===== config.mk =====
export PLATFORM = sky130hd
export DESIGN_NAME = sensor_frame_writer
export DESIGN_NICKNAME = d
export VERILOG_FILES = /design/src/rtl/sfw_pkg.sv /design/src/rtl/sfw_tick_gen.sv /design/src/rtl/sensor_frame_writer.sv
export SDC_FILE = /design/constraint.sdc
export NUM_CORES = 1
export LEC_CHECK = 0
export ABC_AREA = 1
export CORE_MARGIN = 5
export CORE_UTILIZATION = 43
export CTS_CLUSTER_SIZE = 24
export DETAILED_ROUTE_END_ITERATION = 6
export PLACE_DENSITY = 0.72
export RECOVER_POWER = 25
export SKIP_CTS_REPAIR_TIMING = 1
export SYNTH_ARGS = -nofsm -noshare
export SYNTH_HDL_FRONTEND = slang
export SYNTH_SLANG_ARGS = --single-unit

===== constraint.sdc =====
create_clock -name clk100m -period 3.59 [get_ports clk100m]
set_input_delay 0.5385 -clock clk100m [delete_from_list [all_inputs] [get_ports clk100m]]
set_output_delay 0.5385 -clock clk100m [all_outputs]
set_load 0.03 [all_outputs]

===== src/rtl/sfw_pkg.sv =====
// rtl/sfw_pkg.sv - shared state encoding and address helpers for sensor_frame_writer
// Contents: sfw_state_e (frame FSM states), sfw_bpc (bytes per channel),
//           sfw_byte_off (offset of byte b of channel k), sfw_seq_off (offset of sequence byte).
package sfw_pkg;

    typedef enum logic [2:0] {
        IDLE,
        SNAP,
        SETUP,
        STROBE,
        GAP,
        SEQ_SETUP,
        SEQ_STROBE
    } sfw_state_e;

    function automatic int sfw_bpc(input int dw);
        return dw / 8;
    endfunction

    function automatic int sfw_byte_off(input int k, input int bpc, input int b);
        return k * bpc + b;
    endfunction

    // The sequence byte sits right after the last channel slot, masked or not.
    function automatic int sfw_seq_off(input int nch, input int bpc);
        return nch * bpc;
    endfunction

endpackage


===== src/rtl/sfw_tick_gen.sv =====
// rtl/sfw_tick_gen.sv - free-running frame tick divider
// Ports: clk100m (clock), rst (sync active-high reset), tick (high while count == TICK_DIV-1).
module sfw_tick_gen #(
    parameter int TICK_DIV = 100000
) (
    input  logic clk100m,
    input  logic rst,
    output logic tick
);

    localparam int CW = (TICK_DIV > 1) ? $clog2(TICK_DIV) : 1;
    localparam logic [CW-1:0] LAST = CW'(TICK_DIV - 1);

    logic [CW-1:0] cnt_q;
    logic [CW-1:0] cnt_d;

    always_comb begin
        cnt_d = (cnt_q == LAST) ? '0 : cnt_q + 1'b1;
    end

    always_ff @(posedge clk100m) begin
        if (rst) begin
            cnt_q <= '0;
        end else begin
            cnt_q <= cnt_d;
        end
    end

    assign tick = (cnt_q == LAST);

endmodule


===== src/rtl/sensor_frame_writer.sv =====
// rtl/sensor_frame_writer.sv - periodic snapshot of sensor channels written bytewise into a register file
// Ports: clk100m/rst (clock, sync active-high reset); ch_data/ch_mask (channel values and enables);
//        clr_ovr (clear overrun); datain/addrin/en (byte write port, one-cycle strobe);
//        busy (frame in progress); overrun (sticky: tick arrived while busy).
module sensor_frame_writer
    import sfw_pkg::*;
#(
    parameter int NCH       = 6,
    parameter int DW        = 16,
    parameter int AW        = 8,
    parameter int ADDR_BASE = 0,
    parameter int TICK_DIV  = 100000,
    parameter int EN_GAP    = 2
) (
    input  logic                clk100m,
    input  logic                rst,
    input  logic [NCH*DW-1:0]   ch_data,
    input  logic [NCH-1:0]      ch_mask,
    input  logic                clr_ovr,
    output logic [7:0]          datain,
    output logic [AW-1:0]       addrin,
    output logic                en,
    output logic                busy,
    output logic                overrun
);

    localparam int BPC = sfw_bpc(DW);
    localparam logic [AW-1:0] SEQ_ADDR = AW'(ADDR_BASE + sfw_seq_off(NCH, BPC));

    if ((ADDR_BASE + NCH * BPC > (1 << AW) - 1) || (DW % 8 != 0)) begin : g_bad_cfg
        $error("sensor_frame_writer: address map does not fit AW or DW is not a byte multiple");
    end

    function automatic logic [AW-1:0] byte_addr(input logic [4:0] k, input logic [1:0] b);
        return AW'(ADDR_BASE + sfw_byte_off(int'(k), BPC, int'(b)));
    endfunction

    function automatic logic [7:0] byte_data(input logic [NCH*DW-1:0] d, input logic [4:0] k,
                                             input logic [1:0] b);
        return d[int'(k) * DW + int'(b) * 8 +: 8];
    endfunction

    logic tick;

    sfw_tick_gen #(
        .TICK_DIV (TICK_DIV)
    ) u_tick_gen (
        .clk100m (clk100m),
        .rst     (rst),
        .tick    (tick)
    );

    sfw_state_e        state_q, state_d;
    logic [7:0]        datain_q, datain_d;
    logic [AW-1:0]     addrin_q, addrin_d;
    logic              en_q, en_d;
    logic              busy_q, busy_d;
    logic              overrun_q, overrun_d;
    logic [7:0]        seq_q, seq_d;
    logic [4:0]        ch_q, ch_d;
    logic [1:0]        byte_q, byte_d;
    logic [2:0]        gap_q, gap_d;
    logic              last_q, last_d;     // current GAP follows the sequence byte
    logic [NCH*DW-1:0] data_sh_q, data_sh_d;
    logic [NCH-1:0]    mask_sh_q, mask_sh_d;

    // First enabled channel of the live mask (used in SNAP), next enabled after ch_q in the shadow.
    logic       first_ok, nxt_ok;
    logic [4:0] first_ch, nxt_ch;

    // Where the frame goes after the current byte's strobe (and gap).
    sfw_state_e    adv_state;
    logic [7:0]    adv_data;
    logic [AW-1:0] adv_addr;
    logic [4:0]    adv_ch;
    logic [1:0]    adv_byte;

    always_comb begin
        first_ok = 1'b0;
        first_ch = '0;
        nxt_ok   = 1'b0;
        nxt_ch   = '0;
        // Descending scans so the lowest matching index wins.
        for (int k = NCH - 1; k >= 0; k--) begin
            if (ch_mask[k]) begin
                first_ok = 1'b1;
                first_ch = 5'(k);
            end
            if (mask_sh_q[k] && (k > int'(ch_q))) begin
                nxt_ok = 1'b1;
                nxt_ch = 5'(k);
            end
        end

        adv_ch   = ch_q;
        adv_byte = byte_q;
        if (int'(byte_q) < BPC - 1) begin
            adv_byte  = byte_q + 2'd1;
            adv_state = SETUP;
            adv_data  = byte_data(data_sh_q, ch_q, byte_q + 2'd1);
            adv_addr  = byte_addr(ch_q, byte_q + 2'd1);
        end else if (nxt_ok) begin
            adv_ch    = nxt_ch;
            adv_byte  = '0;
            adv_state = SETUP;
            adv_data  = byte_data(data_sh_q, nxt_ch, 2'd0);
            adv_addr  = byte_addr(nxt_ch, 2'd0);
        end else begin
            adv_state = SEQ_SETUP;
            adv_data  = seq_q;
            adv_addr  = SEQ_ADDR;
        end
    end

    always_comb begin
        state_d   = state_q;
        datain_d  = datain_q;
        addrin_d  = addrin_q;
        en_d      = 1'b0;
        seq_d     = seq_q;
        ch_d      = ch_q;
        byte_d    = byte_q;
        gap_d     = gap_q;
        last_d    = last_q;
        data_sh_d = data_sh_q;
        mask_sh_d = mask_sh_q;

        // A dropped tick outranks a simultaneous clear.
        overrun_d = overrun_q;
        if (clr_ovr) begin
            overrun_d = 1'b0;
        end
        if (tick && (state_q != IDLE)) begin
            overrun_d = 1'b1;
        end

        case (state_q)
            IDLE: begin
                if (tick) begin
                    state_d = SNAP;
                end
            end
            SNAP: begin
                data_sh_d = ch_data;
                mask_sh_d = ch_mask;
                last_d    = 1'b0;
                byte_d    = '0;
                if (first_ok) begin
                    ch_d     = first_ch;
                    datain_d = byte_data(ch_data, first_ch, 2'd0);
                    addrin_d = byte_addr(first_ch, 2'd0);
                    state_d  = SETUP;
                end else begin
                    datain_d = seq_q;
                    addrin_d = SEQ_ADDR;
                    state_d  = SEQ_SETUP;
                end
            end
            SETUP: begin
                en_d    = 1'b1;
                state_d = STROBE;
            end
            STROBE: begin
                gap_d = '0;
                if (EN_GAP == 0) begin
                    state_d  = adv_state;
                    datain_d = adv_data;
                    addrin_d = adv_addr;
                    ch_d     = adv_ch;
                    byte_d   = adv_byte;
                end else begin
                    state_d = GAP;
                end
            end
            GAP: begin
                gap_d = gap_q + 3'd1;
                if (int'(gap_q) == EN_GAP - 1) begin
                    if (last_q) begin
                        state_d = IDLE;
                    end else begin
                        state_d  = adv_state;
                        datain_d = adv_data;
                        addrin_d = adv_addr;
                        ch_d     = adv_ch;
                        byte_d   = adv_byte;
                    end
                end
            end
            SEQ_SETUP: begin
                en_d    = 1'b1;
                state_d = SEQ_STROBE;
            end
            SEQ_STROBE: begin
                seq_d   = seq_q + 8'd1;
                last_d  = 1'b1;
                gap_d   = '0;
                state_d = (EN_GAP == 0) ? IDLE : GAP;
            end
            default: begin
                state_d = IDLE;
            end
        endcase

        busy_d = (state_d != IDLE);
    end

    always_ff @(posedge clk100m) begin
        if (rst) begin
            state_q   <= IDLE;
            datain_q  <= '0;
            addrin_q  <= '0;
            en_q      <= 1'b0;
            busy_q    <= 1'b0;
            overrun_q <= 1'b0;
            seq_q     <= '0;
            ch_q      <= '0;
            byte_q    <= '0;
            gap_q     <= '0;
            last_q    <= 1'b0;
            data_sh_q <= '0;
            mask_sh_q <= '0;
        end else begin
            state_q   <= state_d;
            datain_q  <= datain_d;
            addrin_q  <= addrin_d;
            en_q      <= en_d;
            busy_q    <= busy_d;
            overrun_q <= overrun_d;
            seq_q     <= seq_d;
            ch_q      <= ch_d;
            byte_q    <= byte_d;
            gap_q     <= gap_d;
            last_q    <= last_d;
            data_sh_q <= data_sh_d;
            mask_sh_q <= mask_sh_d;
        end
    end

    assign datain  = datain_q;
    assign addrin  = addrin_q;
    assign en      = en_q;
    assign busy    = busy_q;
    assign overrun = overrun_q;

endmodule


# ---- After elaboration in Yosys (flattened, before gate mapping)
# Index checks and enable logic that the tools add are counted.
dict set report totals {
  regBits 160
  output_inout_bits 19
}
dict set report op_classes {
  add_sub_neg 6
  order_cmp 6
  n_eq_ne 14
  shift 3
  muxes 57
  n_reduce_logical 19
}
# cell count
set ops {}
lappend ops {{indexed part select 96 x 10 -> 8 bit} 2}
lappend ops {{indexed part select 96 x 11 -> 8 bit} 1}
lappend ops {{2-to-1 mux 5 bit} 14}
lappend ops {{2-to-1 mux 8 bit} 7}
lappend ops {{case mux 8 bit (2 select lines)} 2}
lappend ops {{2-to-1 mux 3 bit} 8}
lappend ops {{case mux 3 bit (6 select lines)} 1}
lappend ops {{adder 17 x 1 -> 17 bit, second input constant} 1}
lappend ops {{== test 17 bit, second input constant} 1}
lappend ops {{2-to-1 mux 1 bit} 14}
lappend ops {{2-to-1 mux 6 bit} 2}
lappend ops {{adder 9 x 5 -> 10 bit} 1}
lappend ops {{> comparator 2 x 5 -> 1 bit, first input constant} 2}
lappend ops {{> comparator 3 x 5 -> 1 bit, first input constant} 2}
lappend ops {{inequality test 2 bit, second input constant} 5}
lappend ops {{case mux 5 bit (2 select lines)} 1}
lappend ops {{== test 3 x 2 -> 1 bit, second input constant} 3}
lappend ops {{== test 3 bit, second input constant} 3}
lappend ops {{adder 8 x 1 -> 8 bit, second input constant} 1}
lappend ops {{2-to-1 mux 2 bit} 4}
lappend ops {{nonzero test 2 bit} 4}
lappend ops {{adder 6 x 2 -> 7 bit} 1}
lappend ops {{2-to-1 mux 7 bit} 1}
lappend ops {{logical AND 1 bit} 6}
lappend ops {{other kinds (15)} 18}

# ---- Longest topological paths before layout
# Gate-level depths: netlist of the first run.
dict set report depth {
  word_depth 13
  ltp_mapped 17
  depth_no_buf 15
}

# ---- Hierarchy
# A second synthesis of the first run with hierarchy kept.
dict set report unflattened {
  cells_unflattened 1310
  area_unflattened_um2 8461.9
}
# module instances cells_per_inst area_each_um2 seq_area_each_um2
set modules_own_cells {}
lappend modules_own_cells {sensor_frame_writer 1 1170 7513.5 2742.6}
lappend modules_own_cells {sfw_tick_gen 1 140 948.4 340.3}

# ---- Worst setup path before layout of the first run
# Ideal clock, no wire load.
dict set report synth_path {
  path_kind {register to register}
  from {register byte_q[0]}
  to {register datain_q[1], in the netlist datain[1]}
  arrival_time_ps 2532
  path_slack_ps 939
  stages_incl_launch_ff 15
  n_path_buf 3
  synth_period_minus_slack_ps 2651
  path_cell_list {dfxtp_1 > inv_1 > clkbuf_1 > ha_1 > ha_1 > ha_1 > clkbuf_1 > inv_1 > clkbuf_1 > a21oi_1 > o21ai_0 > a21oi_1 > nand2_1 > nand2_1 > a21oi_1}
}
dict set report synth_via {
  elab_chain_len 7
}
# item line
set synth_lines {}
lappend synth_lines {{start, declared} sensor_frame_writer.sv:61} ;# logic [1:0] byte_q, byte_d;
lappend synth_lines {{start signal, assigned} sensor_frame_writer.sv:231} ;# byte_q <= byte_d;
lappend synth_lines {{adder 2 x 1 -> 2 bit} sensor_frame_writer.sv:100} ;# adv_data = byte_data(data_sh_q, ch_q, byte_q + 2'd1);
lappend synth_lines {{adder 9 x 5 -> 10 bit} sensor_frame_writer.sv:40} ;# return d[int'(k) * DW + int'(b) * 8 +: 8];
lappend synth_lines {{indexed part select 96 x 11 -> 8 bit} sensor_frame_writer.sv:40}
lappend synth_lines {{2-to-1 mux 8 bit (*)} sensor_frame_writer.sv:97} ;# if (int'(byte_q) < BPC - 1) begin
lappend synth_lines {{2-to-1 mux 8 bit (*)} sensor_frame_writer.sv:178} ;# if (last_q) begin
lappend synth_lines {{2-to-1 mux 8 bit (*)} sensor_frame_writer.sv:177} ;# if (int'(gap_q) == EN_GAP - 1) begin
lappend synth_lines {{case mux 8 bit (2 select lines) (*)} sensor_frame_writer.sv:137} ;# case (state_q)
lappend synth_lines {{end signal, assigned} sensor_frame_writer.sv:224} ;# datain_q <= datain_d;
lappend synth_lines {{end, declared} sensor_frame_writer.sv:54} ;# logic [7:0] datain_q, datain_d;
# Every way passes the cells marked *; elsewhere a longest branch is shown, timed or not. The select of a mux whose other input is x is not followed.
# A chain may end at the register's enable or synchronous reset.

# ---- Worst setup path in the final report of the first run
dict set report layout_path {
  from {register byte_q[0]}
  to {register datain_q[2], in the netlist datain[2]}
}
# Same word-level chain as after synthesis.

==> results of run 1 <==
[cell usage after synthesis (2+ instances only)]
cell type / count / area (um2)
clkbuf_1: 54 / 203
ha_1: 8 / 100
clkinv_1: 4 / 15.0
nand2_1: 190 / 713
o211ai_1: 3 / 22.5
nand4_1: 3 / 18.8
or2_2: 6 / 37.5
buf_2: 15 / 75.1
nor3b_1: 4 / 30.0
a21oi_1: 176 / 881
inv_1: 141 / 529
buf_1: 2 / 7.51
nor2_4: 2 / 22.5
inv_2: 6 / 22.5
nor2_2: 3 / 18.8
dfxtp_1: 154 / 3080
o21ai_0: 194 / 971
buf_4: 3 / 22.5
o21ai_1: 12 / 60.1
nor3_1: 6 / 30.0
nor4_1: 5 / 31.3
xor2_1: 3 / 26.3
nor2_1: 126 / 473
a31oi_1: 3 / 18.8
nand3_1: 106 / 531
[per-stage QoR]
stage                     std cells  setup WS [ps]
final                          1573            722
after global placement         1541            661
after detailed placement       1541            592
after floorplan                1246            939
after global routing           1573            542
after CTS                      1573            811
[metal layers]
layer | routed length (um) | share of wire, % | GRT usage (%) | vias to the layer above
met4 | 733 | 2.7 | 8.53 | 0
met3 | 2300 | 8.4 | 4.81 | 51
met5 | 0 | 0 | 0 | -
li1 | - | - | - | 4266
met2 | 13100 | 48 | 40.6 | 347
met1 | 11300 | 41 | 32.6 | 3811
[layout make-up]
class                   instances  area share, %
clock buffers                  17           4.27
clock inverters                15           1.57
inverters                     151           5.68
multi-input cells             867           41.4
flip-flops and latches        154           30.9
well taps                     234           2.94
repair buffers                135           13.2
[worst max path at each step]
stage / end / slack [ps] / cells after the start
4_1_cts: datain[0] / 810 / 13
5_1_grt: datain[2] / 540 / 13
6_report: datain[2] / 720 / 13
3_3_place_gp: datain[0] / 660 / 11
3_5_place_dp: datain[0] / 590 / 11
2_1_floorplan: datain[1] / 940 / 14
[power by group through the flow]
stage                     Clock (uW)  Sequential, uW  Combinational (uW)
after floorplan                    0            1750                 105
after global placement             0            1750                 261
after detailed placement           0            1750                 261
after CTS                       1810            1710                 263
after global routing            1890            1710                 287
final                           1790            1710                 265
[cells by family after synthesis]
logic type / after synthesis / share of synthesized area, %
buffers and inverters: 225 / 10.8
other: 1 / 0.0464
adder cells (fa/ha/maj): 8 / 1.24
AND/OR/NAND/NOR: 457 / 24.3
flip-flops: 154 / 38.1
AO/OA/AOI/OAI: 394 / 24.8
XOR/XNOR: 5 / 0.635
[critical path, stage by stage (launching register included)]
cell and delay [ps]:
dfxtp_1 330, inv_1 60, ha_1 310, ha_1 210, ha_1 220, xnor2_2 450
clkinv_1 450, nand2_1 160, nand3_1 160, nand2_1 90, nand2_1 70, nand2_1 120
nor2_1 40, a21oi_1 130
[registers in the layout, indices dropped and copies added (netlist names), 2 cells and up]
name / flops
addrin: 5
byte_q: 2
ch_q: 3
data_sh_q: 96
datain: 8
gap_q: 3
mask_sh_q: 5
seq_q: 8
state_q: 3
u_tick_gen.cnt_q: 17
==> impl_metrics.py, run 1 <==
metrics = {
    "synthesis": {
        "ys_seq_area_share_pct": 38.1,
        "syn-cell-area_um2": 8080,
        "async_flop_share_pct": 0,
        "syn_area_per_cell_um2": 6.50,
        "syn_inst": 1244,
        "synth-edff-count": 0,
        "ys.warnings.count": 0,
        "yosysUniqueCellTypes": 40,
        "ys.flop_type": "dfxtp_1",
        "ys_ff_latch": 154,
    },
    "cells_and_area": {
        "fin_nets": 1439,
        "seq_area_um2": 3080,
        "layout-drive-gt1-share_pct": 5.15,
        "final_common_cell": "o21ai_0",
        "layout_common_cells": "194 x o21ai_0, 190 x nand2_1, 176 x a21oi_1, 154 x dfxtp_1, 142 x inv_1",
        "final_cell_area_um2": 9970,
        "n_antenna_cell": 0,
        "area.growth.synth_to_final_pct": 23.4,
        "multi_input_area_um2": 4130,
        "utilization_pct": 53.7,
        "nFillCells": 1850,
    },
    "hold_path": {
        "worstHoldEndpoint": "seq_q[6]",
        "hold_depth": 1,
        "holdCritStartpoint": "seq_q[5]",
        "min_path_type": "reg2reg",
    },
    "setup_path": {
        "regToRegEndpoint": "datain[2]",
        "r2r_slack_ps": 720,
        "end_kind": "flop",
        "critical_path_required_ps": 3950,
        "worst_r2r_path_depth": 13,
        "path_class": "reg2reg",
        "path_max_fanout": 9,
        "r2r_start": "byte_q[0]",
        "critPathLaunchType": "flop",
        "arrival_ps": 3230,
        "crit_start": "byte_q[0]",
    },
    "cts": {
        "clk_pin_slew_ps": 60,
        "cts_tree": "done",
        "htree_num_levels": 4,
        "cts-buffers-inserted": 17,
        "worstSkewPairLatency_ps": 440,
        "cts-root-buf": "clkbuf_16",
        "clockBufferDepth": 2,
        "cts_sinks": 154,
    },
    "power_and_ir_drop": {
        "power_frac_comb_pct": 7.0,
        "powerDensity_nw_per_um2": 378,
        "fin_total_pwr_uw": 3770,
        "clkPwrFrac_pct": 47.5,
        "leakagePower_uw": 0.00405,
        "p_int_uw": 2830,
        "power_frac_seq_pct": 45.4,
        "p_switching_uw": 945,
        "swShare_pct": 25.0,
        "ir_worst_vdd_mv": 0.359,
    },
    "timing": {
        "tns_ps": 0,
        "skew_ps": 7.72,
        "rsz0062_at_grt": "false",
        "hold_viol": 0,
        "fmax_mhz": 349,
        "fin_crit_sh_pct": 79.9,
        "worst_slew_pin_slew_ps": 1190,
        "slew_headroom_pct": 20.5,
        "finalSetupViolations": 0,
        "drv_slew": 0,
        "finalCriticalPeriod_ps": 2870,
        "finalHoldWorstSlack_ps": 439,
    },
    "route": {
        "route.detailed.drc": 0,
        "drt_first_pass_iters": 6,
        "wirelength_um": 27400,
        "routed-via-count": 8475,
        "wl_per_cell_um": 17.4,
        "postRouteAntennaNets": 0,
        "drt_iter0_markers": 850,
        "vias_per_cell": 5.39,
    },
    "placement": {
        "dpl-instance-area_um2": 9410,
        "gp_congestion": 0.931,
        "io_buffers": 120,
        "dpl.hpwl_um": 20300,
    },
    "global_route": {
        "grt_usage_pct": 24.7,
        "grt_remaining_overflow": 0,
        "grt_pass1_vias": 7736,
        "antenna_found_initial": 0,
        "grt_max_degree": 129,
        "grt_pass1_wl_um": 41900,
    },
    "floorplanning": {
        "io_pins": 124,
        "die-height_um": 147,
        "initial_utilization_pct": 43.5,
        "core_um2": 18600,
        "die_area_um2": 21600,
        "die_w_um": 147,
        "fp-row-count": 50,
    },
    "job": {
        "cap_violations": 0,
    },
    "run_status": {
        "status": "complete, no violations",
    },
}
(Power assumes the default switching activity.)
==> inputs of run 2 (changes only) <==
--- a/config.mk
+++ b/config.mk
@@ -10,7 +10,7 @@
 export CORE_UTILIZATION = 43
 export CTS_CLUSTER_SIZE = 24
 export DETAILED_ROUTE_END_ITERATION = 6
-export PLACE_DENSITY = 0.72
+export PLACE_DENSITY = 0.75
 export RECOVER_POWER = 25
 export SKIP_CTS_REPAIR_TIMING = 1
 export SYNTH_ARGS = -nofsm -noshare
==> constraint.sdc (replaced) <==
create_clock -name clk100m -period 2.33 [get_ports clk100m]
set_input_delay 0.3495 -clock clk100m [delete_from_list [all_inputs] [get_ports clk100m]]
set_output_delay 0.3495 -clock clk100m [all_outputs]
set_load 0.03 [all_outputs]
==> run 2 against run 1 <==
Net effect:
- the run now ends with DRC left
- die area unchanged
- design area up 2.7%
- sequential power up 54%
- via count up 3.0%
- critical path depth unchanged
- final cell count up 1.2%
- combinational power up 59%
- hold slack worse by 5.6 ps
- sequential share of layout area down 0.82 points
- highest routed layer is now met5
==> impl_metrics.py, run 2 (synthesis results as in run 1) <==
metrics = {
    "run_status": {
        "status": "finished, violations left",
        "violations": "DRC",
    },
    "route": {
        "wl_per_cell_um": 17.3,
        "drt_iter0_markers": 1099,
        "routed.top_layer": "met5",
        "routed-via-count": 8729,
        "postRouteAntennaNets": 0,
        "wirelength_um": 27500,
        "route.detailed.drc": 7,
        "met2_length_um": 13000,
        "wl_met3_um": 2390,
        "drt_first_pass_iters": 7,
        "vias_per_cell": 5.48,
        "drt-met1-wl_um": 11000,
    },
    "cells_and_area": {
        "nFillCells": 1830,
        "layout-drive-gt1-share_pct": 6.55,
        "n_antenna_cell": 0,
        "fin_nets": 1458,
        "seq_area_um2": 3080,
        "final_common_cell": "o21ai_0",
        "utilization_pct": 55.1,
        "regMostFlops": "data_sh_q",
        "layout_common_cells": "194 x o21ai_0, 190 x nand2_1, 176 x a21oi_1, 154 x dfxtp_1, 141 x inv_1",
        "area.growth.synth_to_final_pct": 26.8,
        "multi_input_area_um2": 4170,
        "largest_register_ffs": 96,
        "largestRegisters": "data_sh_q (96), u_tick_gen.cnt_q (17)",
    },
    "cts": {
        "cts_sinks": 154,
        "htree_num_levels": 4,
        "cts-buffers-inserted": 17,
        "clk_pin_slew_ps": 60,
        "cts-root-buf": "clkbuf_16",
        "worstSkewPairLatency_ps": 430,
        "clockBufferDepth": 2,
        "cts_tree": "done",
    },
    "setup_path": {
        "path_buf_inv": 3,
        "path_delay_family": "compound AO/OA/AOI/OAI gates",
        "critical_path_required_ps": 2640,
        "path_max_fanout": 25,
        "critPathSlowestCell": "dfxtp_1",
        "cpPeakStageDelay_ps": 340,
        "end_kind": "flop",
        "arrival_ps": 2490,
        "path_class": "reg2reg",
        "critPathLaunchType": "flop",
        "cp_common_cell": "a21oi_1",
        "path_cells": "inv_1 -> ha_4 -> ha_4 -> inv_2 -> buf_12 -> a21oi_1 -> o21ai_0 -> a21oi_1 -> o21ai_0 -> a21oi_1 -> nand2_1 -> nand2_1 -> a21oi_1",
    },
    "floorplanning": {
        "core_um2": 18600,
        "initial_utilization_pct": 43.5,
        "io_pins": 124,
        "die_area_um2": 21600,
        "die-height_um": 147,
        "fp-row-count": 50,
        "die_w_um": 147,
    },
    "timing": {
        "fin_crit_sh_pct": 93.5,
        "hold_viol": 0,
        "slew_headroom_pct": 17.7,
        "worst_slew_pin_slew_ps": 1240,
        "fmax_mhz": 459,
        "finalHoldWorstSlack_ps": 434,
        "rsz0062_at_grt": "false",
        "drv_slew": 0,
        "skew_ps": 12.1,
        "finalSetupViolations": 0,
        "finalCriticalPeriod_ps": 2180,
    },
    "placement": {
        "gp_congestion": 0.984,
        "dpl.hpwl_um": 20300,
        "io_buffers": 120,
    },
    "hold_path": {
        "min_path_type": "reg2reg",
    },
    "global_route": {
        "antenna_found_initial": 1,
        "grt_pass1_wl_um": 42500,
        "grt_remaining_overflow": 0,
        "grt_usage_pct": 24.9,
        "grt_pass1_vias": 8063,
        "grt_max_degree": 99,
    },
    "power_and_ir_drop": {
        "fin_total_pwr_uw": 5970,
        "ir_worst_vdd_mv": 0.493,
        "powerDensity_nw_per_um2": 583,
        "leakagePower_uw": 0.00417,
    },
    "job": {
        "cap_violations": 0,
    },
}
run 2: cell count changes in the layout (fill, tap and decap cells not counted), sizes merged, moves of 2 or more:
cell    delta
buf       +15
bufinv     +2
clkbuf    +10
clkinv     -2
inv        -6
run 2: final timing paths:
check,from,to,slack (ps),cells after the start
setup / recovery,byte_q[0],datain[1],150,13
hold / removal,seq_q[5],seq_q[6],430,1
setup reg to reg,byte_q[0],datain[1],150,13
hold reg to reg,seq_q[5],seq_q[6],430,1
run 2: worst reg2reg max path, cell delays in order (launching register included):
cell     delay, ps
dfxtp_1        340
inv_1           80
ha_4           260
ha_4           300
inv_2           50
buf_12         150
a21oi_1        120
o21ai_0        100
a21oi_1        190
o21ai_0        150
a21oi_1        160
nand2_1         70
nand2_1         70
a21oi_1         60
run 2: layout make-up:
type	count	area share, %
multi-input combinational	867	40.7
sequential	154	30.1
timing repair buffer	154	14.8
inverter	151	5.57
clock buffer	23	4.67
tap	234	2.86
clock inverter	9	1.33
run 2: metrics by stage:
| step | cell area, um2 | std cells | TNS [ps] | worst slack, ps |
|---|---|---|---|---|
| floorplan | 8100 | 1246 | -7.41 | -7.41 |
| detailed placement | 9610 | 1560 | -37.9 | -19.6 |
| global placement | 9610 | 1560 | -0.790 | -0.790 |
| finish | 10200 | 1592 | 0 | 152 |
| global route | 10200 | 1592 | 0 | 9.47 |
| CTS | 10200 | 1592 | 0 | 3.33 |
run 2: where the power goes:
part	total [uW]	internal [uW]	switching (uW)	leakage (uW)
sequential	2640	2640	4.11	0.00124
clock	2910	1780	1130	0.000294
combinational	422	219	202	0.00264
run 2: metal layers:
layer	global-route usage, %	vias to the layer above
li1	-	4311
met1	31.5	3953
met2	40.4	389
met3	5.68	74
met4	11.6	2
met5	0	-
==> inputs of run 3 (changes only) <==
--- a/config.mk
+++ b/config.mk
@@ -10,8 +10,7 @@
 export CORE_UTILIZATION = 43
 export CTS_CLUSTER_SIZE = 24
 export DETAILED_ROUTE_END_ITERATION = 6
-export PLACE_DENSITY = 0.75
-export RECOVER_POWER = 25
+export PLACE_DENSITY = 0.72
 export SKIP_CTS_REPAIR_TIMING = 1
 export SYNTH_ARGS = -nofsm -noshare
 export SYNTH_HDL_FRONTEND = slang
==> constraint.sdc (replaced) <==
create_clock -name clk100m -period 2.5 [get_ports clk100m]
set_input_delay 0.375 -clock clk100m [delete_from_list [all_inputs] [get_ports clk100m]]
set_output_delay 0.375 -clock clk100m [all_outputs]
set_load 0.03 [all_outputs]
==> run 3 against run 2 <==
Net effect:
- the run now ends clean
- sequential share of layout area grew 0.13 points
- wire length shrank 1.8%
- combinational power shrank 7.6%
- non-clock buffer count shrank 1
- sequential power shrank 7%
- clock power shrank 12%
- maximum frequency shrank 6.2%
- highest routed layer is now met4
==> impl_metrics.py, run 3 (synthesis results as in run 1) <==
metrics = {
    "run_status": {
        "status": "complete, no violations",
    },
    "cells_and_area": {
        "final-instance-count-excl-fill": 1591,
        "largestRegisters": "data_sh_q (96), u_tick_gen.cnt_q (17)",
        "layout-drive-gt1-share_pct": 6.78,
        "seq_area_um2": 3080,
        "area.growth.synth_to_final_pct": 26.2,
        "fin_nets": 1457,
        "n_antenna_cell": 0,
        "largest_register_ffs": 96,
        "nFillCells": 1845,
        "regMostFlops": "data_sh_q",
        "final_common_cell": "o21ai_0",
        "layout_common_cells": "193 x o21ai_0, 190 x nand2_1, 176 x a21oi_1, 154 x dfxtp_1, 139 x inv_1",
        "multi_input_area_um2": 4140,
    },
    "setup_path": {
        "path_cells": "inv_1 -> ha_1 -> ha_2 -> ha_1 -> clkinvlp_4 -> buf_4 -> buf_4 -> nand2_1 -> a21oi_1 -> a21oi_1 -> nand2_1 -> nand2_1 -> a21oi_1",
        "cpPeakStageDelay_ps": 340,
        "path_class": "reg2reg",
        "worst_r2r_path_depth": 13,
        "end_kind": "flop",
        "critPathLaunchType": "flop",
        "r2r_slack_ps": 180,
        "critPathSlowestCell": "ha_1",
        "path_buf_inv": 4,
        "regToRegEndpoint": "datain[5]",
        "path_max_fanout": 12,
        "r2r_start": "byte_q[0]",
        "arrival_ps": 2630,
        "path_delay_family": "adder cells",
        "critical_path_required_ps": 2800,
    },
    "power_and_ir_drop": {
        "power_frac_comb_pct": 7.2,
        "powerDensity_nw_per_um2": 530,
        "p_switching_uw": 1240,
        "ir_worst_vdd_mv": 0.468,
        "clkPwrFrac_pct": 47.3,
        "p_int_uw": 4170,
        "leakagePower_uw": 0.00415,
        "swShare_pct": 23.0,
        "power_frac_seq_pct": 45.5,
    },
    "hold_path": {
        "holdCritStartpoint": "seq_q[5]",
        "worstHoldEndpoint": "seq_q[6]",
        "min_path_type": "reg2reg",
        "hold_depth": 1,
    },
    "cts": {
        "clk_pin_slew_ps": 60,
        "cts-buffers-inserted": 17,
        "cts-root-buf": "clkbuf_16",
        "worstSkewPairLatency_ps": 420,
        "cts_sinks": 154,
        "clockBufferDepth": 2,
        "cts_tree": "done",
        "htree_num_levels": 4,
    },
    "global_route": {
        "grt_remaining_overflow": 0,
        "grt_usage_pct": 24.5,
        "grt_pass1_wl_um": 42300,
        "grt_max_degree": 100,
        "grt_pass1_vias": 8150,
        "antenna_found_initial": 0,
    },
    "timing": {
        "rsz0062_at_grt": "false",
        "tns_ps": 0,
        "skew_ps": 7.97,
        "hold_viol": 0,
        "worst_slew_pin_slew_ps": 590,
        "fin_crit_sh_pct": 92.9,
        "finalSetupViolations": 0,
        "fmax_mhz": 430,
        "drv_slew": 0,
        "finalCriticalPeriod_ps": 2320,
        "layout_setup_ws_ps": 177,
        "slew_headroom_pct": 60.6,
        "finalHoldWorstSlack_ps": 449,
    },
    "placement": {
        "gp_congestion": 0.947,
        "io_buffers": 120,
        "dpl.hpwl_um": 19800,
        "dp_slack_ps": -38.7,
        "placedCellCount": 1555,
    },
    "route": {
        "drt_iter0_markers": 803,
        "postRouteAntennaNets": 0,
        "routed-via-count": 8646,
        "drt_first_pass_iters": 5,
        "wirelength_um": 27000,
        "route.detailed.drc": 0,
        "vias_per_cell": 5.43,
        "wl_per_cell_um": 17.0,
    },
    "job": {
        "cap_violations": 0,
    },
    "floorplanning": {
        "core_um2": 18600,
        "die_w_um": 147,
        "die-height_um": 147,
        "initial_utilization_pct": 43.5,
        "die_area_um2": 21600,
        "fp-row-count": 50,
        "io_pins": 124,
    },
}
==> run 3: layer usage <==
layer  GRT usage [%]  vias up  share of wire, %
met3            5.71       79               8.1
met1            30.3     3908                40
met5               0        -                 0
met2            40.9      363                47
li1                -     4296                 -
met4            10.7        0               4.7
==> run 3: through the flow <==
stage	area (um2)	utilization, %	power (uW)
finish	10200	54.9	5410
global route	10200	54.9	5590
CTS	10200	54.7	5450
detailed placement	9570	51.5	2900
global placement	9570	51.5	2900
floorplan	8090	-	2670
==> run 3: cell type report <==
| cell class | count | area share, % |
|---|---|---|
| Multi-Input combinational cell | 867 | 40.6 |
| Sequential cell | 154 | 30.2 |
| Timing Repair Buffer | 153 | 14.9 |
| Inverter | 151 | 5.64 |
| Clock buffer | 23 | 4.88 |
| Tap cell | 234 | 2.87 |
| Clock inverter | 9 | 0.847 |
==> run 3: power groups by stage <==
stage                     combinational, uW  clock (uW)  sequential (uW)
after global placement                  382           0             2520
after detailed placement                382           0             2520
after CTS                               387        2610             2460
after global routing                    424        2700             2460
final                                   390        2560             2460
after floorplan                         150           0             2510
==> run 3: worst max path at each step <==
| stage | depth (start not counted) | startpoint | to |
|---|---|---|---|
| global route | 14 | byte_q[0] | datain[4] |
| global placement | 10 | ch_mask[1] | datain[3] |
| floorplan | 15 | byte_q[0] | datain[6] |
| CTS | 13 | byte_q[0] | datain[1] |
| detailed placement | 10 | ch_mask[1] | datain[5] |
| finish | 13 | byte_q[0] | datain[5] |
